--- config.mk ---
export PLATFORM = sky130hd
export DESIGN_NAME = audio_frame_packer
export DESIGN_NICKNAME = d
export VERILOG_FILES = /design/src/rtl/audio_frame_pkg.sv /design/src/rtl/audio_sample_fifo.sv /design/src/rtl/audio_frame_packer.sv
export SDC_FILE = /design/constraint.sdc
export NUM_CORES = 1
export LEC_CHECK = 0
export CAP_MARGIN = 15
export CORE_UTILIZATION = 42
export CTS_BUF_LIST = sky130_fd_sc_hd__clkbuf_2 sky130_fd_sc_hd__clkbuf_4 sky130_fd_sc_hd__clkbuf_8
export DETAILED_ROUTE_END_ITERATION = 8
export SKIP_CTS_REPAIR_TIMING = 1
export SLEW_MARGIN = 25
export SYNTH_ARGS = -nofsm -noshare
export SYNTH_HDL_FRONTEND = slang
export SYNTH_SLANG_ARGS = --single-unit
--- constraint.sdc ---
create_clock -name clk_40MHz -period 3.1 [get_ports clk_40MHz]
set_input_delay 0.465 -clock clk_40MHz [delete_from_list [all_inputs] [get_ports clk_40MHz]]
set_output_delay 0.465 -clock clk_40MHz [all_outputs]
set_load 0.02 [all_outputs]
--- src/rtl/audio_frame_pkg.sv ---
// rtl/audio_frame_pkg.sv - shared types and frame builder for the audio frame packer
// Purpose: frame geometry constants, FIFO entry layout, packer FSM states and
//          the 48-bit frame builder used when a stereo pair is loaded.
// Optional feature: AUDIO_CHECKSUM_EN puts the XOR checksum into frame[7:0];
//          without it that byte is zero and no XOR logic exists.
package audio_frame_pkg;

   localparam int FRAME_BITS       = 48;
   localparam int CHUNK_BITS       = 6;
   localparam int CHUNKS_PER_FRAME = 8;
   localparam int SEQ_BITS         = 4;
   localparam int SAMPLE_BITS      = 12;
   // Chunk index runs 0..CHUNKS_PER_FRAME; the terminal value means "frame fully sent".
   localparam int CHUNK_IDX_BITS   = $clog2(CHUNKS_PER_FRAME) + 1;

   typedef struct packed {
      logic [SEQ_BITS-1:0]    seq;
      logic [SAMPLE_BITS-1:0] left;
      logic [SAMPLE_BITS-1:0] right;
   } fifo_entry_t;

   typedef enum logic [1:0] {
      IDLE,
      LOAD,
      SEND
   } state_t;

   // {sync, seq, left, right, 4'h0, checksum}, MSB first.
   function automatic logic [FRAME_BITS-1:0] build_frame(input logic [7:0]  sync,
                                                         input fifo_entry_t e);
      logic [FRAME_BITS-1:0] f;
      f = {sync, e.seq, e.left, e.right, 4'h0, 8'h00};
`ifdef AUDIO_CHECKSUM_EN
      f[7:0] = f[47:40] ^ f[39:32] ^ f[31:24] ^ f[23:16] ^ f[15:8];
`endif
      return f;
   endfunction

endpackage

--- src/rtl/audio_sample_fifo.sv ---
// rtl/audio_sample_fifo.sv - small synchronous FIFO of stereo pair entries
// Purpose: buffers {seq, left, right} entries between the ADC capture and the
//          frame serialiser. A write while full is ignored (the caller flags it).
// Ports:
//   clk_40MHz, nReset  clock, asynchronous active-low reset (empties the FIFO)
//   wr_en_i, wr_data_i write request and entry; ignored when full_o
//   rd_en_i            pop request; ignored when empty_o
//   rd_data_o          head entry, valid while !empty_o
//   full_o, empty_o    status
//   level_o            entries currently stored
module audio_sample_fifo
   import audio_frame_pkg::*;
#(
   parameter int DEPTH = 4
) (
   input  logic                     clk_40MHz,
   input  logic                     nReset,
   input  logic                     wr_en_i,
   input  fifo_entry_t              wr_data_i,
   input  logic                     rd_en_i,
   output fifo_entry_t              rd_data_o,
   output logic                     full_o,
   output logic                     empty_o,
   output logic [$clog2(DEPTH):0]   level_o
);

   localparam int PTR_W = $clog2(DEPTH);
   localparam int LVL_W = PTR_W + 1;

   fifo_entry_t        mem_q [DEPTH];
   logic [PTR_W-1:0]   wr_ptr_q;
   logic [PTR_W-1:0]   rd_ptr_q;
   logic [LVL_W-1:0]   level_q;
   logic               do_wr;
   logic               do_rd;

   assign full_o    = (level_q == LVL_W'(DEPTH));
   assign empty_o   = (level_q == '0);
   assign level_o   = level_q;
   assign rd_data_o = mem_q[rd_ptr_q];

   // Full is judged on the current level, so a same-cycle pop never rescues a write.
   assign do_wr = wr_en_i & ~full_o;
   assign do_rd = rd_en_i & ~empty_o;

   always_ff @(posedge clk_40MHz or negedge nReset) begin
      if (!nReset) begin
         wr_ptr_q <= '0;
         rd_ptr_q <= '0;
         level_q  <= '0;
      end else begin
         if (do_wr) wr_ptr_q <= wr_ptr_q + 1'b1;
         if (do_rd) rd_ptr_q <= rd_ptr_q + 1'b1;
         case ({do_wr, do_rd})
            2'b10:   level_q <= level_q + 1'b1;
            2'b01:   level_q <= level_q - 1'b1;
            default: level_q <= level_q;
         endcase
      end
   end

   // Storage needs no reset: pointers alone define what is valid.
   always_ff @(posedge clk_40MHz) begin
      if (do_wr) mem_q[wr_ptr_q] <= wr_data_i;
   end

endmodule

--- src/rtl/audio_frame_packer.sv ---
// rtl/audio_frame_packer.sv - packs stereo audio pairs into 6-bit aux chunks of RF words
// Purpose: captures each stereo pair on audio_ready with a 4-bit sequence number,
//          buffers it, and emits a 48-bit frame as eight 6-bit chunks, one per
//          rf_strobe, alongside the RF sample words.
// Optional feature: define AUDIO_CHECKSUM_EN to carry the XOR checksum in frame[7:0].
// Ports:
//   clk_40MHz, nReset       clock, asynchronous active-low reset
//   audio_left/right        12-bit samples, valid with audio_ready
//   audio_ready             single-cycle new-pair pulse
//   rf_strobe               one cycle per RF word; advances the chunk
//   clear_overflow          synchronous clear of overflow
//   aux_out                 current chunk (0 when idle)
//   aux_frame, aux_start    chunk present / chunk 0 present
//   overflow                sticky pair-dropped flag
//   fifo_level              entries buffered in the FIFO
module audio_frame_packer
   import audio_frame_pkg::*;
#(
   parameter int         FIFO_DEPTH = 4,
   parameter logic [7:0] SYNC_BYTE  = 8'hA5
) (
   input  logic                          clk_40MHz,
   input  logic                          nReset,
   input  logic [SAMPLE_BITS-1:0]        audio_left,
   input  logic [SAMPLE_BITS-1:0]        audio_right,
   input  logic                          audio_ready,
   input  logic                          rf_strobe,
   input  logic                          clear_overflow,
   output logic [CHUNK_BITS-1:0]         aux_out,
   output logic                          aux_frame,
   output logic                          aux_start,
   output logic                          overflow,
   output logic [$clog2(FIFO_DEPTH):0]   fifo_level
);

   localparam logic [CHUNK_IDX_BITS-1:0] K_DONE = CHUNK_IDX_BITS'(CHUNKS_PER_FRAME);

   state_t                     state_q, state_d;
   logic [CHUNK_IDX_BITS-1:0]  k_q, k_d;
   logic [FRAME_BITS-1:0]      frame_q, frame_d;
   fifo_entry_t                entry_q, entry_d;
   logic                       next_rdy_q, next_rdy_d;
   logic [CHUNK_BITS-1:0]      aux_out_q, aux_out_d;
   logic                       aux_frame_q, aux_frame_d;
   logic                       aux_start_q, aux_start_d;
   logic [SEQ_BITS-1:0]        seq_q;
   logic                       overflow_q;

   fifo_entry_t                wr_entry;
   fifo_entry_t                rd_entry;
   logic                       fifo_rd;
   logic                       fifo_full;
   logic                       fifo_empty;
   logic                       fifo_drop;

   assign wr_entry.seq   = seq_q;
   assign wr_entry.left  = audio_left;
   assign wr_entry.right = audio_right;
   assign fifo_drop      = audio_ready & fifo_full;

   audio_sample_fifo #(
      .DEPTH (FIFO_DEPTH)
   ) u_fifo (
      .clk_40MHz (clk_40MHz),
      .nReset    (nReset),
      .wr_en_i   (audio_ready),
      .wr_data_i (wr_entry),
      .rd_en_i   (fifo_rd),
      .rd_data_o (rd_entry),
      .full_o    (fifo_full),
      .empty_o   (fifo_empty),
      .level_o   (fifo_level)
   );

   // Sequence advances on every pair, dropped or not, so the receiver sees gaps.
   always_ff @(posedge clk_40MHz or negedge nReset) begin
      if (!nReset) begin
         seq_q      <= '0;
         overflow_q <= 1'b0;
      end else begin
         if (audio_ready) seq_q <= seq_q + 1'b1;
         if (fifo_drop)           overflow_q <= 1'b1;
         else if (clear_overflow) overflow_q <= 1'b0;
      end
   end

   always_ff @(posedge clk_40MHz or negedge nReset) begin
      if (!nReset) begin
         state_q     <= IDLE;
         k_q         <= '0;
         frame_q     <= '0;
         entry_q     <= '0;
         next_rdy_q  <= 1'b0;
         aux_out_q   <= '0;
         aux_frame_q <= 1'b0;
         aux_start_q <= 1'b0;
      end else begin
         state_q     <= state_d;
         k_q         <= k_d;
         frame_q     <= frame_d;
         entry_q     <= entry_d;
         next_rdy_q  <= next_rdy_d;
         aux_out_q   <= aux_out_d;
         aux_frame_q <= aux_frame_d;
         aux_start_q <= aux_start_d;
      end
   end

   // frame_q is a shift register: the head chunk always sits in the top CHUNK_BITS.
   always_comb begin
      state_d     = state_q;
      k_d         = k_q;
      frame_d     = frame_q;
      entry_d     = entry_q;
      next_rdy_d  = next_rdy_q;
      aux_out_d   = aux_out_q;
      aux_frame_d = aux_frame_q;
      aux_start_d = aux_start_q;
      fifo_rd     = 1'b0;

      case (state_q)
         IDLE: begin
            if (!fifo_empty) begin
               fifo_rd = 1'b1;
               entry_d = rd_entry;
               state_d = LOAD;
            end
         end

         LOAD: begin
            frame_d    = build_frame(SYNC_BYTE, entry_q);
            k_d        = '0;
            next_rdy_d = 1'b0;
            state_d    = SEND;
         end

         SEND: begin
            if (k_q == K_DONE) begin
               if (rf_strobe) begin
                  if (next_rdy_q) begin
                     aux_out_d   = frame_q[FRAME_BITS-1 -: CHUNK_BITS];
                     frame_d     = {frame_q[FRAME_BITS-CHUNK_BITS-1:0], {CHUNK_BITS{1'b0}}};
                     aux_frame_d = 1'b1;
                     aux_start_d = 1'b1;
                     k_d         = CHUNK_IDX_BITS'(1);
                     next_rdy_d  = 1'b0;
                  end else begin
                     aux_out_d   = '0;
                     aux_frame_d = 1'b0;
                     aux_start_d = 1'b0;
                     state_d     = IDLE;
                  end
               end else if (!next_rdy_q && !fifo_empty) begin
                  // Chunk 7 is held in aux_out_q, so frame_q is free: pop and build
                  // the next frame in one go to keep back-to-back frames gapless.
                  fifo_rd    = 1'b1;
                  frame_d    = build_frame(SYNC_BYTE, rd_entry);
                  next_rdy_d = 1'b1;
               end
            end else if (rf_strobe) begin
               aux_out_d   = frame_q[FRAME_BITS-1 -: CHUNK_BITS];
               frame_d     = {frame_q[FRAME_BITS-CHUNK_BITS-1:0], {CHUNK_BITS{1'b0}}};
               aux_frame_d = 1'b1;
               aux_start_d = (k_q == '0);
               k_d         = k_q + 1'b1;
            end
         end

         default: state_d = IDLE;
      endcase
   end

   assign aux_out   = aux_out_q;
   assign aux_frame = aux_frame_q;
   assign aux_start = aux_start_q;
   assign overflow  = overflow_q;

endmodule
Yosys cells after proc, flatten, opt, wreduce, memory -nomap -nowiden
Memory sizes are Yosys's and may differ from the RTL's.
Index checks and enable logic that the tools add are counted.
{ "classes": {"addsub": 6, "n_eq_ne": 14, "muxes": 40, "n_bitwise": 5, "n_reduce_logical": 15} }
{ "op_table": {"columns": ["op", "count"], "rows": [
  ["two-way mux 48 bit", 5],
  ["case mux 48 bit (2 select lines)", 1],
  ["two-way mux 6 bit", 4],
  ["two-way mux 1 bit", 17],
  ["two-way mux 4 bit", 4],
  ["inequality test 3 bit (second input constant)", 3],
  ["adder 4 x 1 -> 4 bit (second input constant)", 2],
  ["two-way mux 2 bit", 4],
  ["inequality test 2 bit (second input constant)", 4],
  ["case mux 4 bit (2 select lines)", 1],
  ["AND reduction 4 bit", 2],
  ["case mux 2 bit (3 select lines)", 1],
  ["case mux 3 bit (2 select lines)", 1],
  ["AND reduction 3 bit", 2],
  ["nonzero test 2 bit", 3],
  ["adder 2 x 1 -> 2 bit (second input constant)", 2],
  ["equality test 2 x 1 -> 1 bit (second input constant)", 2],
  ["equality test 2 bit (second input constant)", 2],
  ["equality test 4 bit (second input constant)", 1],
  ["zero test 4 bit", 1],
  ["inequality test 4 bit (second input constant)", 1],
  ["case mux 1 bit (2 select lines)", 2],
  ["AND reduction 2 bit", 2],
  ["adder 3 x 1 -> 3 bit (second input constant)", 1],
  ["8 further kinds", 12]
]} }
{ "word_totals": {"reg_bits": 103, "ramBits": 112, "inputBits": 29, "output_inout_bits": 12, "elab_cells": 96, "n_memories": 1} }
{ "memory_table": {"columns": ["memory", "depth", "word_bits", "read_ports", "rd_ports_with_merged_regs", "write_ports", "line", "source"], "rows": [
  ["u_fifo.mem_q", 4, 28, 1, 0, 1, "audio_sample_fifo.sv:30", "fifo_entry_t mem_q [DEPTH];"]
]} }

Longest topological paths before layout
Gate-level depths: netlist of run 1.
{ "logic_depth": {"depth_word": 10, "ltp_mapped": 11, "depth_no_buf": 11} }

Modules after synthesis
A second synthesis of run 1 with hierarchy kept.
{ "hier_totals": {"hier_cells": 510, "hier_area_um2": 8549.4} }
{ "modules_own_cells": {"columns": ["mod", "n_inst", "cells_per_inst", "area_per_inst_um2", "seq_area_each_um2"], "rows": [
  ["audio_sample_fifo", 1, 183, 4488.1, 3538.4],
  ["audio_frame_packer", 1, 327, 4061.4, 2102.0]
]} }

Least setup slack after synthesis of run 1
No wires, ideal clock.
{ "synth_timing": {"path_type": "register to register", "start": "register k_q[0]", "end": "register u_fifo.level_q[2], in the netlist u_fifo.level_o[2]", "setup_ns": 0.080, "arrival_time_ns": 2.258, "required_ns": 3.020, "setup_slack_ns": 0.761, "stages_incl_launch_ff": 12, "path_buffers": 0, "period_less_slack_ns": 2.339, "path_cell_list": "dfrtp_1 inv_1 ha_1 and4bb_4 nor4b_4 or2_2 ha_1 inv_1 fa_1 xor2_1 nor2_1 xor2_1"} }
{ "synth_via": {"elab_chain_cells": 6, "elab_cells_between_ends": 8, "classes_between": "eq/ne (3); mux (3); bitwise (1); reduce/logical (1)"} }
{ "synth_lines": {"columns": ["item", "line", "source"], "rows": [
  ["start: declaration", "audio_frame_packer.sv:39", "logic [CHUNK_IDX_BITS-1:0] k_q, k_d;"],
  ["start signal: assignment", "audio_frame_packer.sv:99", "k_q <= k_d;"],
  ["equality test 4 bit (*)", "audio_frame_packer.sv:138", "if (k_q == K_DONE) begin"],
  ["two-way mux 1 bit (*)", "audio_frame_packer.sv:138", null],
  ["case mux 1 bit (2 select lines) (*)", "audio_frame_packer.sv:121", "case (state_q)"],
  ["bitwise AND 1 bit (*)", "audio_sample_fifo.sv:44", "assign do_rd = rd_en_i & ~empty_o;"],
  ["via u_fifo.do_rd", "audio_sample_fifo.sv:35", "logic do_rd;"],
  ["equality test 2 x 1 -> 1 bit / equality test 2 bit (equally long branches)", "audio_sample_fifo.sv:54", "case ({do_wr, do_rd})"],
  ["case mux 3 bit (2 select lines) / nonzero test 2 bit (equally long branches)", null, null],
  ["end signal: assignment", "audio_sample_fifo.sv:55", "2'b10: level_q <= level_q + 1'b1;"],
  ["end signal: assignment", "audio_sample_fifo.sv:56", "2'b01: level_q <= level_q - 1'b1;"],
  ["end signal: assignment", "audio_sample_fifo.sv:57", "default: level_q <= level_q;"],
  ["end: declaration", "audio_sample_fifo.sv:33", "logic [LVL_W-1:0] level_q;"]
]} }
Mark *: on every way through the listed nets, which the timed path passes. The rest lies on a longest branch.
A chain may end at the register's enable or synchronous reset.

Worst setup path in the final report of run 1
Ends and elaborated chain as after synthesis.

==> summary.txt, run 1 <==
Yosys
  – Synth Instances: 477
  – Netlist cell types: between 40 and 50
  – Syn avg cell area: roughly 17 µm²
  – Post-synth EDFFs: between 100 and 150
  – Post-Syn Area: slightly above 0.008 mm²
  – Ys Warns: 0
  – Register area share after synthesis: 0.686
  – Syn nets: 515
  – Synth Flop Type: edfxtp_1
  – Ys async rst share: 0.448
  – Post-synthesis register bit count: between 200 and 250

Critical path
  – Slack of the worst reg-to-reg path: between 500 and 600 ps
  – Biggest cell delay along the critical path: about 430 ps
  – Data required time of the worst path: approximately 3500 ps
  – Reg-to-reg endpoint: u_fifo.level_o[2]
  – Critical path arrival: ~3000 ps
  – Worst Path Max Fanout: 6
  – Worst path cell trace: inv_1, ha_1, and4bb_4, nor4b_4, or2_2, ha_1, inv_1, fa_1, xor2_1, nor2_1, xor2_1
  – RR Startpoint: k_q[0]
  – CP endpoint kind: flip-flop
  – CP max-delay cell: dfrtp_1
  – Crit Path Class: flip-flop to flip-flop
  – Cells on worst reg2reg path: 11
  – Critical Path Source Type: flip-flop

Timing
  – Final Skew: 17.0 ps
  – Final worst-path cycle share: 0.832
  – Fin crit period: roughly 2600 ps
  – Fmax: 388 MHz
  – RSZ-0062 raised after global routing: false
  – Normalized max-slew margin: 0.565
  – Final setup fails: 0
  – Final setup TNS: 0 ps
  – Fin worst setup slack: 520 ps
  – Slew @ Worst Pin: approximately 650 ps
  – Fin. max-slew vios: 0
  – Hold_ws: 422 ps
  – Final hold vios: 0

Route
  – DRT Pass-1 Iters: 6
  – Via density: roughly 5.2
  – Final WL: ~15000 µm
  – Wire per inst: roughly 18 µm
  – DR iter-0 viols: ~270
  – DR DRC count: 0
  – Routed Antenna Nets: 0
  – Via Count: roughly 4400

GRT
  – Overall Global Routing Usage: 0.160
  – Total gr overflow: 0
  – Largest net degree at the start of global routing: 66
  – Initial antenna violation count: 0
  – Vias in the first global route: approximately 4700
  – First-pass GRT wire length: 24600 µm

Outcome
  – Status: complete, no violations

Pwr
  – Leak: 3.73 nW
  – PwrDens: 1060 mW/mm²
  – VDD IR-drop max: between 0.3 and 0.4 mV

Layout
  – Syn-to-layout area delta: 18.3%
  – Nets: 585
  – Antenna Cells: 0
  – Layout cell share with drive strength beyond 1: 0.279

Placed design
  – Post-DP HPWL: between 8000 and 9000 µm
  – Dpl ws: between 300 and 400 ps
  – Port Buffer Count: 40
  – Routability cong.: slightly below 0.8

Clock tree
  – Root Buffer Master: clkbuf_8
  – H-tree levels: 2
  – Max clock buf depth: 3
  – Clock latency on the worst-skew pair: around 500 ps
  – Clock-pin slew on the worst setup and hold paths: approximately 60 ps
  – CTS sink count: 203
  – CTS tree: built
  – Cts bufs inserted: 35

Die
  – Die width: 142 µm
  – Core Box Area: 0.0190 mm²
  – IO Count: between 40 and 50
  – Die Height: approximately 140 µm
  – Num rows: 50
  – Die area: between 0.02 and 0.025 mm²
  – Initial core utilization: 0.434

Job
  – Max Cap Violations: 0

Hold path
  – Worst min path class: input port to asynchronous set/reset pin
==> where the power goes <==
part / switching [mW] / internal, mW / total, mW / leakage (nW)
combinational: 1.66 / 1.76 / 3.41 / 1.20
clock: 1.01 / 1.50 / 2.52 / 0.405
sequential: 0.525 / 3.82 / 4.35 / 2.12
==> sequential cells by signal (all words and copies together) (netlist names) <==
signal,count
frame_q,36
k_q,4
u_fifo.mem_q,112
seq_q,4
aux_out,6
state_q,2
aux_frame,1
u_fifo.rd_ptr_q,2
aux_start,1
next_rdy_q,1
overflow,1
entry_q,28
u_fifo.level_o,3
u_fifo.wr_ptr_q,2
==> cell usage in the layout (no fill, tap or decap), types with 16 or more instances in the layout <==
| cell type | n |
|---|---|
| inv_1 | 36 |
| clkbuf_8 | 42 |
| buf_4 | 17 |
| mux2_2 | 35 |
| mux2i_1 | 27 |
| dfrtp_1 | 90 |
| edfxtp_1 | 112 |
| nand2_1 | 16 |
| clkdlybuf4s50_1 | 39 |
| clkbuf_4 | 16 |
| mux4_2 | 28 |
| a222oi_1 | 22 |
==> kinds of logic (layout without fill, tap and decap cells) <==
logic type / Yosys count / after routing / share of synthesized area
AOI/OAI and AO/OA: 54 / 54 / 0.0555
DFF: 203 / 203 / 0.686
buffers and inverters: 62 / 158 / 0.0350
and+or+nand+nor: 46 / 46 / 0.0345
adders and majority gates: 9 / 9 / 0.0146
muxes: 94 / 94 / 0.165
xor gates and xnor gates: 9 / 9 / 0.00959
==> cells in the mapped netlist, types with 3 or more instances <==
cell | number | share of area
buf_6 | 4 | 0.0055
mux4_2 | 28 | 0.077
ha_1 | 8 | 0.012
clkbuf_1 | 10 | 0.0046
nand3b_1 | 3 | 0.0027
and2_1 | 4 | 0.0030
mux2_2 | 35 | 0.048
buf_2 | 11 | 0.0067
a222oi_1 | 22 | 0.027
edfxtp_1 | 112 | 0.41
inv_1 | 36 | 0.016
xnor2_1 | 5 | 0.0053
a22o_1 | 13 | 0.014
nand2_1 | 16 | 0.0073
nand3_1 | 3 | 0.0018
mux2i_1 | 27 | 0.033
mux2_4 | 4 | 0.0073
dfrtp_1 | 91 | 0.28
nor2_1 | 4 | 0.0018
xor2_1 | 4 | 0.0043
o21ai_0 | 6 | 0.0037
a21oi_1 | 3 | 0.0018
==> critical path: cells and delay by family (launching register included) <==
family	cells	cell delay (ps)
DFF	1	430
buffers and inverters	2	140
xor gates and xnor gates	2	310
and+or+nand+nor	4	830
adders and majority gates	3	810
==> through the flow <==
stage | cell area (µm²) | total power, mW | cells | util
after global routing | 9730 | 10.9 | 833 | 0.513
after CTS | 9720 | 10.4 | 832 | 0.513
after floorplan | 8220 | 6.86 | 477 | -
after global placement | 8970 | 7.74 | 769 | 0.473
after detailed placement | 8970 | 7.88 | 769 | 0.473
final | 9730 | 10.3 | 833 | 0.513
==> layout make-up <==
type,count,area (µm²)
inverters,36,135
clock inverters,5,50.0
multi-input cells,212,2310
flip-flops and latches,203,5640
repair buffers,59,568
clock buffers,58,698
fillers,1600,9230
well taps,260,325
==> layer usage <==
| layer | routed length, µm | part of all wire | vias to the layer above | GRT usage |
|---|---|---|---|---|
| met3 | 561 | 0.037 | 30 | 0.0371 |
| met2 | 7520 | 0.50 | 97 | 0.270 |
| met4 | 350 | 0.023 | 0 | 0.0583 |
| met1 | 6660 | 0.44 | 2261 | 0.201 |
| met5 | 0 | 0 | - | 0 |
| li1 | - | - | 1980 | - |
==> how the worst max path moves through the flow <==
stage | from | end | cells after the start
after CTS | k_q[0] | u_fifo.level_o[2] | 11
after floorplan | k_q[0] | u_fifo.level_o[2] | 11
after global placement | rf_strobe | u_fifo.level_o[2] | 9
after detailed placement | rf_strobe | u_fifo.level_o[2] | 9
final | k_q[0] | u_fifo.level_o[2] | 11
after global routing | k_q[0] | u_fifo.level_o[2] | 11
Power figures use the tool's default switching activity.
==> run 2, diff against run 1 <==
==> constraint.sdc (replaced) <==
create_clock -name clk_40MHz -period 2.5 [get_ports clk_40MHz]
set_input_delay 0.375 -clock clk_40MHz [delete_from_list [all_inputs] [get_ports clk_40MHz]]
set_output_delay 0.375 -clock clk_40MHz [all_outputs]
set_load 0.02 [all_outputs]
==> run 2 against run 1 <==
Against the previous run:
- first-iteration DRC count increased by 17%
- register-to-register slack got worse by 390 ps
- clock-buffer cell count decreased by 3
- non-clock buffer count increased by 12
- die area unchanged
- via count increased by 1.1%
- combinational power increased by 33%
- routed wire length increased by 0.96%
==> summary.txt, run 2 (same netlist as run 1, synthesis figures left out) <==
Die
  – Initial core utilization: 0.434 (unchanged)
  – Num rows: 50 (unchanged)
  – Core Box Area: 0.0190 mm² (unchanged)
  – Die area: 0.0201 mm² (unchanged)
  – Die Height: 142 µm (unchanged)
  – IO Count: 41 (unchanged)
  – Die width: 142 µm (unchanged)

Timing
  – Fmax: 422 MHz (+8.9%)
  – RSZ-0062 raised after global routing: false
  – Fin crit period: 2370 ps (-211 ps)
  – Fin worst setup slack: 131 ps (-389 ps)
  – Final hold vios: 0 (unchanged)
  – Slew @ Worst Pin: 869 ps (+217 ps)
  – Final setup TNS: 0 ps (unchanged)
  – Normalized max-slew margin: 0.418 (-0.148)
  – Final Skew: 35.2 ps (+18.2 ps)
  – Fin. max-slew vios: 0 (unchanged)
  – Final setup fails: 0 (unchanged)
  – Hold_ws: 437 ps (+15.8 ps)
  – Final worst-path cycle share: 0.947 (+0.115)

Placed design
  – Routability cong.: 0.756 (-1.8%)
  – Post-DP Area: 0.00911 mm² (+1.6%)
  – Placed insts: 776 (+0.91%)
  – Dpl ws: -7.46 ps (-385 ps)
  – Post-DP HPWL: 8860 µm (+0.42%)
  – Port Buffer Count: 40 (unchanged)

Route
  – DRT Pass-1 Iters: 6 (unchanged)
  – Via density: 5.22 (-0.48%)
  – DR DRC count: 0 (unchanged)
  – Final WL: 15200 µm (+0.96%)
  – Routed Antenna Nets: 0 (unchanged)
  – Routed wl met2: 7860 µm (+4.5%)
  – Uppermost layer routed: met4
  – Wire per inst: 18.0 µm (-0.59%)
  – DR iter-0 viols: 320 (+17%)
  – Met3 wire length: 557 µm (-0.71%)
  – Post-Route M1 WL: 6520 µm (-2.1%)
  – Via Count: 4415 (+1.1%)

Critical path
  – Buffers & Inverters on Critical Path: 2 (unchanged)
  – Critical path arrival: 2790 ps (-220 ps)
  – Cell family contributing the most delay on the critical path: simple AND/OR/NAND/NOR gates
  – Crit Path Class: flip-flop to flip-flop
  – Worst path cell trace: inv_1, ha_2, and4bb_4, nor4b_4, or2_4, ha_2, inv_1, fa_2, xor2_1, nor2_1, xor2_1
  – Critical Path Source Type: flip-flop
  – Worst Path Max Fanout: 3 (-3)
  – Biggest cell delay along the critical path: 400 ps (-30 ps)
  – CP max-delay cell: dfrtp_2
  – Data required time of the worst path: 2930 ps (-600 ps)
  – CP endpoint kind: flip-flop

Clock tree
  – H-tree levels: 2 (unchanged)
  – CTS sink count: 203 (unchanged)
  – Root Buffer Master: clkbuf_8
  – CTS tree: built
  – Cts bufs inserted: 35 (unchanged)
  – Clock-pin slew on the worst setup and hold paths: 60 ps (about the same)
  – Clock latency on the worst-skew pair: 530 ps (+20 ps)
  – Max clock buf depth: 3 (unchanged)

Pwr
  – Leak: 3.78 nW (+1.2%)
  – Internal Power: 8.72 mW (+23%)
  – Register share of total power: 0.414 (-0.009)
  – Total power: 12.7 mW (+24%)
  – Clock power share: 0.228 (-0.017)
  – Comb power frac: 0.358 (+0.026)
  – NetSw: 4.00 mW (+25%)
  – Switching power share of the total: 0.315 (+0.00366)
  – VDD IR-drop max: 0.520 mV (+37%)
  – PwrDens: 1290 mW/mm² (+22%)

GRT
  – Overall Global Routing Usage: 0.164 (+0.00386)
  – Total gr overflow: 0 (unchanged)
  – Vias in the first global route: 4822 (+3.1%)
  – Initial antenna violation count: 0 (unchanged)
  – Largest net degree at the start of global routing: 50 (-24%)
  – First-pass GRT wire length: 25300 µm (+2.8%)

Layout
  – Design Area, Final: 0.00985 mm² (+1.3%)
  – Top Registers: u_fifo.mem_q: 112 flops, frame_q: 36 flops, entry_q: 28 flops
  – Syn-to-layout area delta: 19.8%
  – Final Util: 0.520 (+0.00660)
  – Layout cell share with drive strength beyond 1: 0.295 (+0.0160)
  – Register with the most flip-flops: u_fifo.mem_q
  – Antenna Cells: 0 (unchanged)
  – Finished Layout Cells: 846 (+1.6%)
  – Max FFs per register: 112 (unchanged)
  – Nets: 597 (+2.1%)
  – Commonest non-fill, non-tap cells in the layout: 112 x edfxtp_1, 89 x dfrtp_1, 39 x clkdlybuf4s50_1, 36 x inv_1, 36 x clkbuf_8
  – Commonest non-fill, non-tap cell in the layout: edfxtp_1

Outcome
  – Status: complete, no violations

Hold path
  – Worst min path class: input port to asynchronous set/reset pin

Job
  – Max Cap Violations: 0 (unchanged)
[run 2: cell types whose count changed in the layout (fill, tap and decap cells not counted), sizes merged]
cell	delta
inv	+1
clkbuf	-3
bufinv	-1
buf	+12
clkinv	+3
clkinvlp	+1
[run 2: power groups by stage]
stage | Sequential, mW | Clock [mW] | Combinational [mW]
after floorplan | 5.27 | 0 | 3.24
after global placement | 5.27 | 0 | 4.45
after detailed placement | 5.34 | 0 | 4.57
after CTS | 5.28 | 2.99 | 4.58
after global routing | 5.38 | 3.15 | 5.01
final | 5.27 | 2.90 | 4.55
[run 2: final timing paths]
kind | end | slack, ps | depth (start not counted) | from
worst max-delay path | u_fifo.level_o[2] | 130 | 11 | k_q[0]
min in group clk_40MHz | overflow | 450 | 2 | clear_overflow
worst min-delay path | seq_q[3] | 440 | 2 | nReset
max in group asynchronous | frame_q[28] | 1420 | 3 | nReset
worst max register to register | u_fifo.level_o[2] | 130 | 11 | k_q[0]
worst min register to register | aux_frame | 480 | 1 | aux_frame
[run 2: per-layer routing]
metal | up-vias | GRT usage
li1 | 2003 | -
met1 | 2299 | 0.208
met2 | 87 | 0.278
met3 | 26 | 0.0341
met4 | 0 | 0.0594
met5 | - | 0
[run 2: cell type report]
cell class	instances	area, µm²
clock buffers	55	638
clock inverters	9	46.3
fillers	1580	9100
inverters	36	135
multi-input cells	212	2320
flip-flops and latches	203	5640
well taps	260	325
repair buffers	71	746
==> run 3, diff against run 2 <==
==> constraint.sdc (replaced) <==
create_clock -name clk_40MHz -period 2.4 [get_ports clk_40MHz]
set_input_delay 0.36 -clock clk_40MHz [delete_from_list [all_inputs] [get_ports clk_40MHz]]
set_output_delay 0.36 -clock clk_40MHz [all_outputs]
set_load 0.02 [all_outputs]
==> run 3 against run 2 <==
Against the previous run:
- clock skew fell by 18 ps
- die area did not move
- critical path depth is the same
- critical path type unchanged
- critical endpoint unchanged
- sequential cell count did not move
- highest routed layer unchanged
- largest power group unchanged
- largest cell class unchanged
==> summary.txt, run 3 (same netlist as run 1, synthesis figures left out) <==
Outcome
  – Status: complete, no violations

Route
  – DRT Pass-1 Iters: 5 (-1)
  – Final WL: 15600 µm (+2.2%)
  – DR iter-0 viols: 342 (+6.9%)
  – Post-Route M1 WL: 6590 µm (+1.2%)
  – Routed Antenna Nets: 0 (unchanged)
  – Routed wl met2: 7880 µm (+0.37%)
  – Via density: 5.18 (-0.69%)
  – DR DRC count: 0 (unchanged)
  – Uppermost layer routed: met4
  – Met3 wire length: 729 µm (+31%)
  – Wire per inst: 18.1 µm (+0.49%)
  – Via Count: 4457 (+0.95%)

Critical path
  – Biggest cell delay along the critical path: 380 ps (-20 ps)
  – Critical path arrival: 2740 ps (-50 ps)
  – CP endpoint kind: flip-flop
  – CP max-delay cell: dfrtp_1
  – Crit Path Class: flip-flop to flip-flop
  – Worst Path Max Fanout: 3 (unchanged)
  – Slack of the worst reg-to-reg path: 100 ps (-30 ps)
  – Critical Path Source Type: flip-flop
  – Worst path cell trace: inv_2, ha_4, and4bb_4, nor4b_4, or2_4, ha_4, inv_1, fa_1, xor2_1, nor2_1, xor2_1
  – Data required time of the worst path: 2840 ps (-90 ps)

Layout
  – Fillers: 1551 (-1.8%)
  – Commonest non-fill, non-tap cell in the layout: edfxtp_1
  – Top Registers: u_fifo.mem_q: 112 flops, frame_q: 36 flops, entry_q: 28 flops
  – Register with the most flip-flops: u_fifo.mem_q
  – Layout cell share with drive strength beyond 1: 0.310 (+0.0148)
  – Final Util: 0.529 (+0.00931)
  – Antenna Cells: 0 (unchanged)
  – Max FFs per register: 112 (unchanged)
  – Design Area, Final: 0.0100 mm² (+1.8%)
  – Syn-to-layout area delta: 21.9%
  – Nets: 610 (+2.2%)
  – Commonest non-fill, non-tap cells in the layout: 112 x edfxtp_1, 90 x dfrtp_1, 39 x clkbuf_8, 39 x clkdlybuf4s50_1, 35 x mux2_2

Clock tree
  – Root Buffer Master: clkbuf_8
  – H-tree levels: 2 (unchanged)
  – Cts bufs inserted: 36 (+2.9%)
  – Clock-pin slew on the worst setup and hold paths: 60 ps (about the same)
  – Max clock buf depth: 3 (unchanged)
  – Clock latency on the worst-skew pair: 530 ps (about the same)
  – CTS tree: built
  – CTS sink count: 203 (unchanged)

GRT
  – Vias in the first global route: 4857 (+0.73%)
  – Overall Global Routing Usage: 0.170 (+0.00600)
  – Initial antenna violation count: 0 (unchanged)
  – Total gr overflow: 0 (unchanged)
  – First-pass GRT wire length: 25900 µm (+2.5%)
  – Largest net degree at the start of global routing: 43 (-14%)

Pwr
  – Clock power share: 0.238 (+0.010)
  – Internal Power: 9.44 mW (+8.2%)
  – Register share of total power: 0.401 (-0.013)
  – Leak: 3.87 nW (+2.5%)
  – PwrDens: 1370 mW/mm² (+6.1%)
  – VDD IR-drop max: 0.619 mV (+19%)
  – Switching power share of the total: 0.313 (-0.00175)
  – Total power: 13.7 mW (+8.0%)
  – Comb power frac: 0.361 (+0.003)
  – NetSw: 4.30 mW (+7.4%)

Timing
  – Normalized max-slew margin: 0.509 (+0.0912)
  – Final Skew: 17.1 ps (-18.1 ps)
  – Slew @ Worst Pin: 734 ps (-135 ps)
  – Fin worst setup slack: 103 ps (-28.7 ps)
  – Fin. max-slew vios: 0 (unchanged)
  – Final setup fails: 0 (unchanged)
  – Final worst-path cycle share: 0.957 (+0.00978)
  – Final hold vios: 0 (unchanged)
  – RSZ-0062 raised after global routing: false
  – Fin crit period: 2300 ps (-71.3 ps)
  – Fmax: 435 MHz (+3.1%)

Die
  – Die Height: 142 µm (unchanged)
  – Initial core utilization: 0.434 (unchanged)
  – Die area: 0.0201 mm² (unchanged)
  – Num rows: 50 (unchanged)
  – IO Count: 41 (unchanged)
  – Die width: 142 µm (unchanged)
  – Core Box Area: 0.0190 mm² (unchanged)

Job
  – Max Cap Violations: 0 (unchanged)

Placed design
  – Post-DP Area: 0.00920 mm² (+1.1%)
  – Post-DP HPWL: 9310 µm (+5.0%)
  – Routability cong.: 0.787 (+4.2%)
  – Port Buffer Count: 40 (unchanged)
  – Dpl ws: -106 ps (-98.4 ps)

Hold path
  – Worst min path class: input port to asynchronous set/reset pin
==> run 3: cell count changes in the layout (fill, tap and decap cells not counted), moves of 3 or more <==
cell / previous run / this run
clkbuf_4: 19 / 11
clkinv_2: 3 / 7
buf_4: 22 / 34
clkbuf_8: 36 / 39
==> run 3: final timing paths <==
path	startpoint	to	cells after the start
max in group asynchronous	nReset	u_fifo.rd_ptr_q[0]	3
worst min-delay path	nReset	u_fifo.wr_ptr_q[1]	2
min in group clk_40MHz	clear_overflow	overflow	2
worst max-delay path	k_q[1]	u_fifo.level_o[2]	11
worst max register to register	k_q[1]	u_fifo.level_o[2]	11
worst min register to register	frame_q[44]	aux_out[2]	1
==> run 3: power by group through the flow <==
stage | clock [mW] | sequential, mW | combinational, mW
floorplan | 0 | 5.49 | 3.37
global placement | 0 | 5.53 | 4.76
detailed placement | 0 | 5.58 | 4.91
CTS | 3.38 | 5.52 | 4.92
global route | 3.52 | 5.64 | 5.40
finish | 3.27 | 5.51 | 4.95
==> run 3: routing by layer <==
| metal | vias to the layer above | GRT usage |
|---|---|---|
| li1 | 2038 | - |
| met1 | 2281 | 0.208 |
| met2 | 109 | 0.287 |
| met3 | 29 | 0.0402 |
| met4 | 0 | 0.0724 |
| met5 | - | 0 |
==> run 3: layout make-up <==
type                    count  area [µm²]  area share
flip-flops and latches    203        5640       0.563
multi-input cells         212        2340       0.233
repair buffers             83         836      0.0834
clock buffers              50         619      0.0618
well taps                 260         325      0.0324
inverters                  36         135      0.0135
clock inverters            16         129      0.0129
==> run 3: critical path: cells and delay by family, from the launching register on <==
family	cells	cell delay (ps)
adder cells (fa/ha/maj)	3	640
buffers and inverters	2	110
flip-flops	1	380
AND/OR/NAND/NOR	4	770
XOR/XNOR	2	310
==> run 3: through the flow <==
| stage | TNS (ps) | cells | hold WS (ps) |
|---|---|---|---|
| 2_1_floorplan | 0 | 477 | 64.4 |
| 4_1_cts | -11.6 | 854 | -259 |
| 5_1_grt | 0 | 860 | 347 |
| 3_5_place_dp | -106 | 788 | 316 |
| 6_report | 0 | 860 | 303 |
| 3_3_place_gp | -1800 | 788 | 309 |
